[src/rtl/imem_arbiter.sv]
// imem_arbiter: owns the single port of the instruction memory and shares it
// between a streaming boot loader (LOAD) and the CPU fetch stage (RUN).
// The CPU is held stalled and fed NOP_WORD until a complete image has been
// written; the word count and a mod-2^32 checksum of that image are reported.
module imem_arbiter #(
  parameter int                   ADDR_W   = 11,
  parameter int                   DATA_W   = 32,
  parameter logic [DATA_W-1:0]    NOP_WORD = {DATA_W{1'b0}}
) (
  input  logic                clk,
  input  logic                rst_n,
  input  logic                ld_start,
  input  logic                ld_valid,
  output logic                ld_ready,
  input  logic [DATA_W-1:0]   ld_data,
  input  logic                ld_last,
  input  logic [ADDR_W+1:0]   cpu_pc,
  output logic [DATA_W-1:0]   cpu_instr,
  output logic                cpu_stall,
  output logic [ADDR_W-1:0]   mem_addr,
  output logic                mem_we,
  output logic [DATA_W-1:0]   mem_wdata,
  input  logic [DATA_W-1:0]   mem_rdata,
  output logic                load_done,
  output logic [ADDR_W:0]     load_count,
  output logic [DATA_W-1:0]   load_sum,
  output logic                load_ovf
);

  typedef enum logic [1:0] {
    ST_IDLE = 2'd0,
    ST_LOAD = 2'd1,
    ST_RUN  = 2'd2
  } state_e;

  localparam logic [ADDR_W-1:0] PTR_MAX  = {ADDR_W{1'b1}};
  localparam logic [ADDR_W-1:0] PTR_ONE  = {{(ADDR_W-1){1'b0}}, 1'b1};
  localparam logic [ADDR_W:0]   CNT_ONE  = {{ADDR_W{1'b0}}, 1'b1};

  state_e              state_q, state_d;
  logic [ADDR_W-1:0]   ptr_q,   ptr_d;
  logic [ADDR_W:0]     count_q, count_d;
  logic [DATA_W-1:0]   sum_q,   sum_d;
  logic                ovf_q,   ovf_d;
  logic                done_q,  done_d;

  // State and load-statistics registers; reset returns to IDLE with stats cleared.
  always_ff @(posedge clk or negedge rst_n) begin
    if (!rst_n) begin
      state_q <= ST_IDLE;
      ptr_q   <= {ADDR_W{1'b0}};
      count_q <= {(ADDR_W+1){1'b0}};
      sum_q   <= {DATA_W{1'b0}};
      ovf_q   <= 1'b0;
      done_q  <= 1'b0;
    end else begin
      state_q <= state_d;
      ptr_q   <= ptr_d;
      count_q <= count_d;
      sum_q   <= sum_d;
      ovf_q   <= ovf_d;
      done_q  <= done_d;
    end
  end

  // Next-state: start/restart a load, accept loader words, finish on last or depth limit.
  always_comb begin
    state_d = state_q;
    ptr_d   = ptr_q;
    count_d = count_q;
    sum_d   = sum_q;
    ovf_d   = ovf_q;
    done_d  = 1'b0;
    case (state_q)
      ST_IDLE, ST_RUN: begin
        if (ld_start) begin
          state_d = ST_LOAD;
          ptr_d   = {ADDR_W{1'b0}};
          count_d = {(ADDR_W+1){1'b0}};
          sum_d   = {DATA_W{1'b0}};
          ovf_d   = 1'b0;
        end else begin
          state_d = state_q;
        end
      end
      ST_LOAD: begin
        // ld_ready is always high in LOAD, so ld_valid alone means accepted.
        if (ld_valid) begin
          ptr_d   = ptr_q + PTR_ONE;
          count_d = count_q + CNT_ONE;
          sum_d   = sum_q + ld_data;
          if (ld_last || (ptr_q == PTR_MAX)) begin
            state_d = ST_RUN;
            done_d  = 1'b1;
            ovf_d   = ~ld_last;
          end else begin
            state_d = ST_LOAD;
          end
        end else begin
          state_d = ST_LOAD;
        end
      end
      default: begin
        state_d = ST_IDLE;
      end
    endcase
  end

  // Port mux: loader drives memory in LOAD, CPU fetch drives it in RUN.
  always_comb begin
    ld_ready  = 1'b0;
    mem_we    = 1'b0;
    mem_addr  = {ADDR_W{1'b0}};
    mem_wdata = ld_data;
    cpu_stall = 1'b1;
    cpu_instr = NOP_WORD;
    case (state_q)
      ST_LOAD: begin
        ld_ready = 1'b1;
        mem_we   = ld_valid;
        mem_addr = ptr_q;
      end
      ST_RUN: begin
        cpu_stall = 1'b0;
        mem_addr  = cpu_pc[ADDR_W+1:2];
        cpu_instr = mem_rdata;
      end
      default: begin
        mem_addr = {ADDR_W{1'b0}};
      end
    endcase
  end

  assign load_done  = done_q;
  assign load_count = count_q;
  assign load_sum   = sum_q;
  assign load_ovf   = ovf_q;

endmodule

[config.mk]
export PLATFORM = sky130hd
export DESIGN_NAME = imem_arbiter
export DESIGN_NICKNAME = d
export VERILOG_FILES = /design/src/rtl/imem_arbiter.sv
export SDC_FILE = /design/constraint.sdc
export NUM_CORES = 1
export LEC_CHECK = 0
export ABC_CLOCK_PERIOD_IN_PS = 2500
export BUFFER_PORTS_ARGS = -buffer_cell sky130_fd_sc_hd__buf_2
export CORE_ASPECT_RATIO = 1.25
export CORE_MARGIN = 3
export CORE_UTILIZATION = 44
export CTS_CLUSTER_SIZE = 28
export DETAILED_ROUTE_END_ITERATION = 8
export GPL_TIMING_DRIVEN = 1
export PLACE_DENSITY = 0.85
export SLEW_MARGIN = 20
export SYNTH_ARGS = -nofsm -noshare
export SYNTH_HDL_FRONTEND = slang
export SYNTH_SLANG_ARGS = --single-unit
[constraint.sdc]
create_clock -name clk -period 2.5 [get_ports clk]
set_input_delay 0.375 -clock clk [delete_from_list [all_inputs] [get_ports clk]]
set_output_delay 0.375 -clock clk [all_outputs]
set_load 0.02 [all_outputs]
==> results.py <==
metrics = {
    "global_route": {
        "overflow": 0,
        "grt_pass1_vias": 5047,
        "use_met1_pct": 26.32,
        "grt-busiest-layer": "met2",
        "gr-usage-met3_pct": 5.212,
        "grt_use_met2_pct": 44.67,
        "grt_usage_pct": 24.22,
        "grt_start_max_net_pins": 48,
        "grt_pass1_wl_mm": 23.41,
        "antenna_found_initial": 0,
    },
    "clocking": {
        "cts_made_buffers": 9,
        "tritoncts": "yes",
        "clock-sinks": 59,
        "clk_pin_slew_worst_paths_ns": 0.05,
        "h-tree-depth": 3,
        "root_buffer": "clkbuf_16",
        "clockBufferDepth": 2,
        "clkLatencyLatePin_ns": 0.33,
    },
    "floorplan": {
        "io_pins": 206,
        "die_x_um": 98.44,
        "initial_core_util_pct": 45.80,
        "die_area_mm2": 0.01196,
        "die_y_um": 121.5,
        "coreArea_mm2": 0.01026,
        "rows": 41,
    },
    "sta": {
        "final_max_slew_viol_count": 0,
        "hold_viol_final": 0,
        "setup-tns-final_ns": -2.311,
        "setup_viol": 12,
        "rsz0062_at_grt": "true",
        "setup_slack_ns": -0.2754,
        "timing.final.crit_period_ns": 2.775,
        "fin_skew_ns": 0.009173,
        "fin_crit_sh_pct": 111.0,
        "slew_headroom_pct": 52.93,
        "worst_pin_slew_ns": 0.7022,
        "fmax_mhz": 360.3,
    },
    "routing": {
        "wl_mm": 14.88,
        "vias": 5009,
        "routed_via_density": 5.468,
        "drtPass1Iterations": 4,
        "post_drt_wl_per_cell_um": 16.25,
        "detail_route.iter0.violations": 205,
        "drc": 0,
        "ant_nets": 0,
    },
    "logic_synthesis": {
        "yosys.area.top_type": "dfrtp_1",
        "ys_seq_area_share_pct": 31.42,
        "yosysUniqueCellTypes": 60,
        "yosys_warnings": 0,
        "synthCells": 541,
        "yosys-top-cells-area": "dfrtp_1, ha_1, buf_4",
        "ys.flop_type": "dfrtp_1",
        "synth-edff-count": 0,
        "synth_area_mm2": 0.004700,
        "ys_seq_elements": 59,
        "synth_fp_nets": 661,
        "syn_avg_cell_area_um2": 8.687,
        "synthDominantCellAreaShare_pct": 31.42,
        "async_flop_share_pct": 100.0,
    },
    "cells_and_area": {
        "area_growth_pct": 43.64,
        "finish.utilization_pct": 65.79,
        "antenna_cells": 0,
        "layout_commonest_cell": "buf_2",
        "fill_cells": 810,
        "final_cell_mix": "buf_2, buf_4, dfrtp_1, nand2_1, nor2_1",
        "nets": 902,
        "drive_above_1_share_pct": 43.96,
    },
    "status": {
        "violations": "setup timing",
        "status": "finished, violations left",
    },
    "flow_run": {
        "drv_cap": 0,
    },
    "critical_path": {
        "arrival_ns": 2.97,
        "cp-start-kind": "flip-flop",
        "rr_worst_depth": 11,
        "cp-end-kind": "flip-flop",
        "worstPathMaxFanout": 3,
        "r2r_slack_ns": -0.28,
        "required_ns": 2.69,
        "crit_type": "flip-flop to flip-flop",
    },
    "min_path": {
        "hold_path.class": "input port to flip-flop",
        "min_path_cells": 3,
    },
    "place": {
        "hpwl_mm": 11.61,
        "portBuffers": 203,
        "dpl_worst_slack_ns": -0.4659,
        "gp_congestion": 0.9096,
    },
    "power": {
        "p_leak_nw": 3.599,
        "pwr_density_cell_mw_per_mm2": 1068,
        "vdd.ir_drop.worst_mv": 0.6487,
        "total_power_mw": 7.211,
    },
}
## critical path: stages (launching register included)
cell       delay [ns]
dfrtp_1          0.38
ha_1             0.32
a21o_1           0.19
a221o_1          0.34
a21o_1           0.22
or3_1            0.31
a31oi_1          0.22
nor3_2           0.10
buf_4            0.15
and2_4           0.14
o2111ai_2        0.15
o311ai_1         0.12
## final timing paths
| check | from | end |
|---|---|---|
| min in group asynchronous | rst_n | load_sum[21]$_DFFE_PN0P_ |
| max in group asynchronous | rst_n | load_sum[1]$_DFFE_PN0P_ |
| hold reg to reg | load_sum[13]$_DFFE_PN0P_ | load_sum[13]$_DFFE_PN0P_ |
| setup reg to reg | load_sum[17]$_DFFE_PN0P_ | load_sum[24]$_DFFE_PN0P_ |
| hold / removal | ld_last | state_q[1]$_DFFE_PN0N_ |
| setup / recovery | load_sum[17]$_DFFE_PN0P_ | load_sum[24]$_DFFE_PN0P_ |
## state kept, by name, indices dropped and copies added, names as in the netlist
signal	cells
load_sum	32
load_ovf	1
ptr_q	11
load_count	12
load_done	1
state_q	2
## logic make-up after synthesis
kind of cell             Yosys count  share of synthesized area, %
AO/OA/AOI/OAI                    146                         21.94
XOR/XNOR                          37                         6.896
adder cells (fa/ha/maj)           38                         10.28
buffers and inverters             65                         7.774
flip-flops                        59                         31.42
multiplexers                       4                        0.8520
AND/OR/NAND/NOR                  192                         20.85
## final cells by class
| class | instances | area [um^2] | share of cell area [%] |
|---|---|---|---|
| multi-input combinational | 417 | 3092 | 45.80 |
| timing repair buffer | 282 | 1639 | 24.28 |
| sequential | 59 | 1481 | 21.95 |
| clock buffer | 10 | 239.0 | 3.540 |
| tap | 129 | 161.4 | 2.391 |
| clock inverter | 6 | 88.84 | 1.316 |
| inverter | 13 | 48.80 | 0.7229 |
## stage by stage
stage          hold slack (ns)  instances  instance area [um^2]
6_report                0.3946        916                  6750
4_1_cts                 0.3880        912                  6656
3_3_place_gp            0.3349        890                  6202
5_1_grt                 0.4156        916                  6750
2_1_floorplan          0.07941        541                  4790
3_5_place_dp            0.3375        890                  6202
## where the power goes
group	total, mW	switching [mW]	internal [mW]
clock	1.36	0.460	0.899
sequential	1.42	0.215	1.20
combinational	4.44	2.48	1.96
## metal layers
metal  share of wire [%]  vias to the layer above
li1                    -                     2379
met1                  37                     2370
met2                  52                      220
met3                 8.3                       40
met4                 2.7                        0
met5                   0                        -
## cell usage after synthesis (2+ instances only)
| cell type | n |
|---|---|
| buf_4 | 32 |
| nand2b_1 | 2 |
| o21ai_2 | 2 |
| o21bai_1 | 3 |
| nand4_1 | 5 |
| dfrtp_1 | 59 |
| a31o_1 | 2 |
| o2111ai_1 | 3 |
| o21a_1 | 3 |
| nor3_1 | 7 |
| clkbuf_1 | 17 |
| a21oi_1 | 25 |
| o41ai_1 | 2 |
| a22oi_1 | 13 |
| nor3_2 | 2 |
| inv_1 | 13 |
| a22o_1 | 7 |
| xor2_1 | 22 |
| xnor2_1 | 15 |
| a211oi_2 | 2 |
| and3_1 | 11 |
| mux2i_1 | 4 |
| or3_1 | 6 |
| a21o_1 | 13 |
| o211ai_1 | 3 |
| a21oi_2 | 2 |
| o21ai_0 | 25 |
| ha_1 | 37 |
| and2_1 | 35 |
| nand3_1 | 12 |
| nor2_1 | 36 |
| o211ai_2 | 2 |
| a31oi_1 | 7 |
| buf_1 | 2 |
| o21ai_1 | 16 |
| nand2_1 | 54 |
| nor3b_1 | 3 |
| a211o_1 | 3 |
| nor2b_1 | 13 |
## timing repair
item	4_1_cts	5_1_grt
endpoints found under the setup margin	12	20
hold buffers	1	0
pin swaps	23	15
setup buffers	5	4
endpoints found under the hold margin	14	0
resized for setup	13	14
cloned	0	0
No activity file was read; power rests on OpenSTA's default activity.
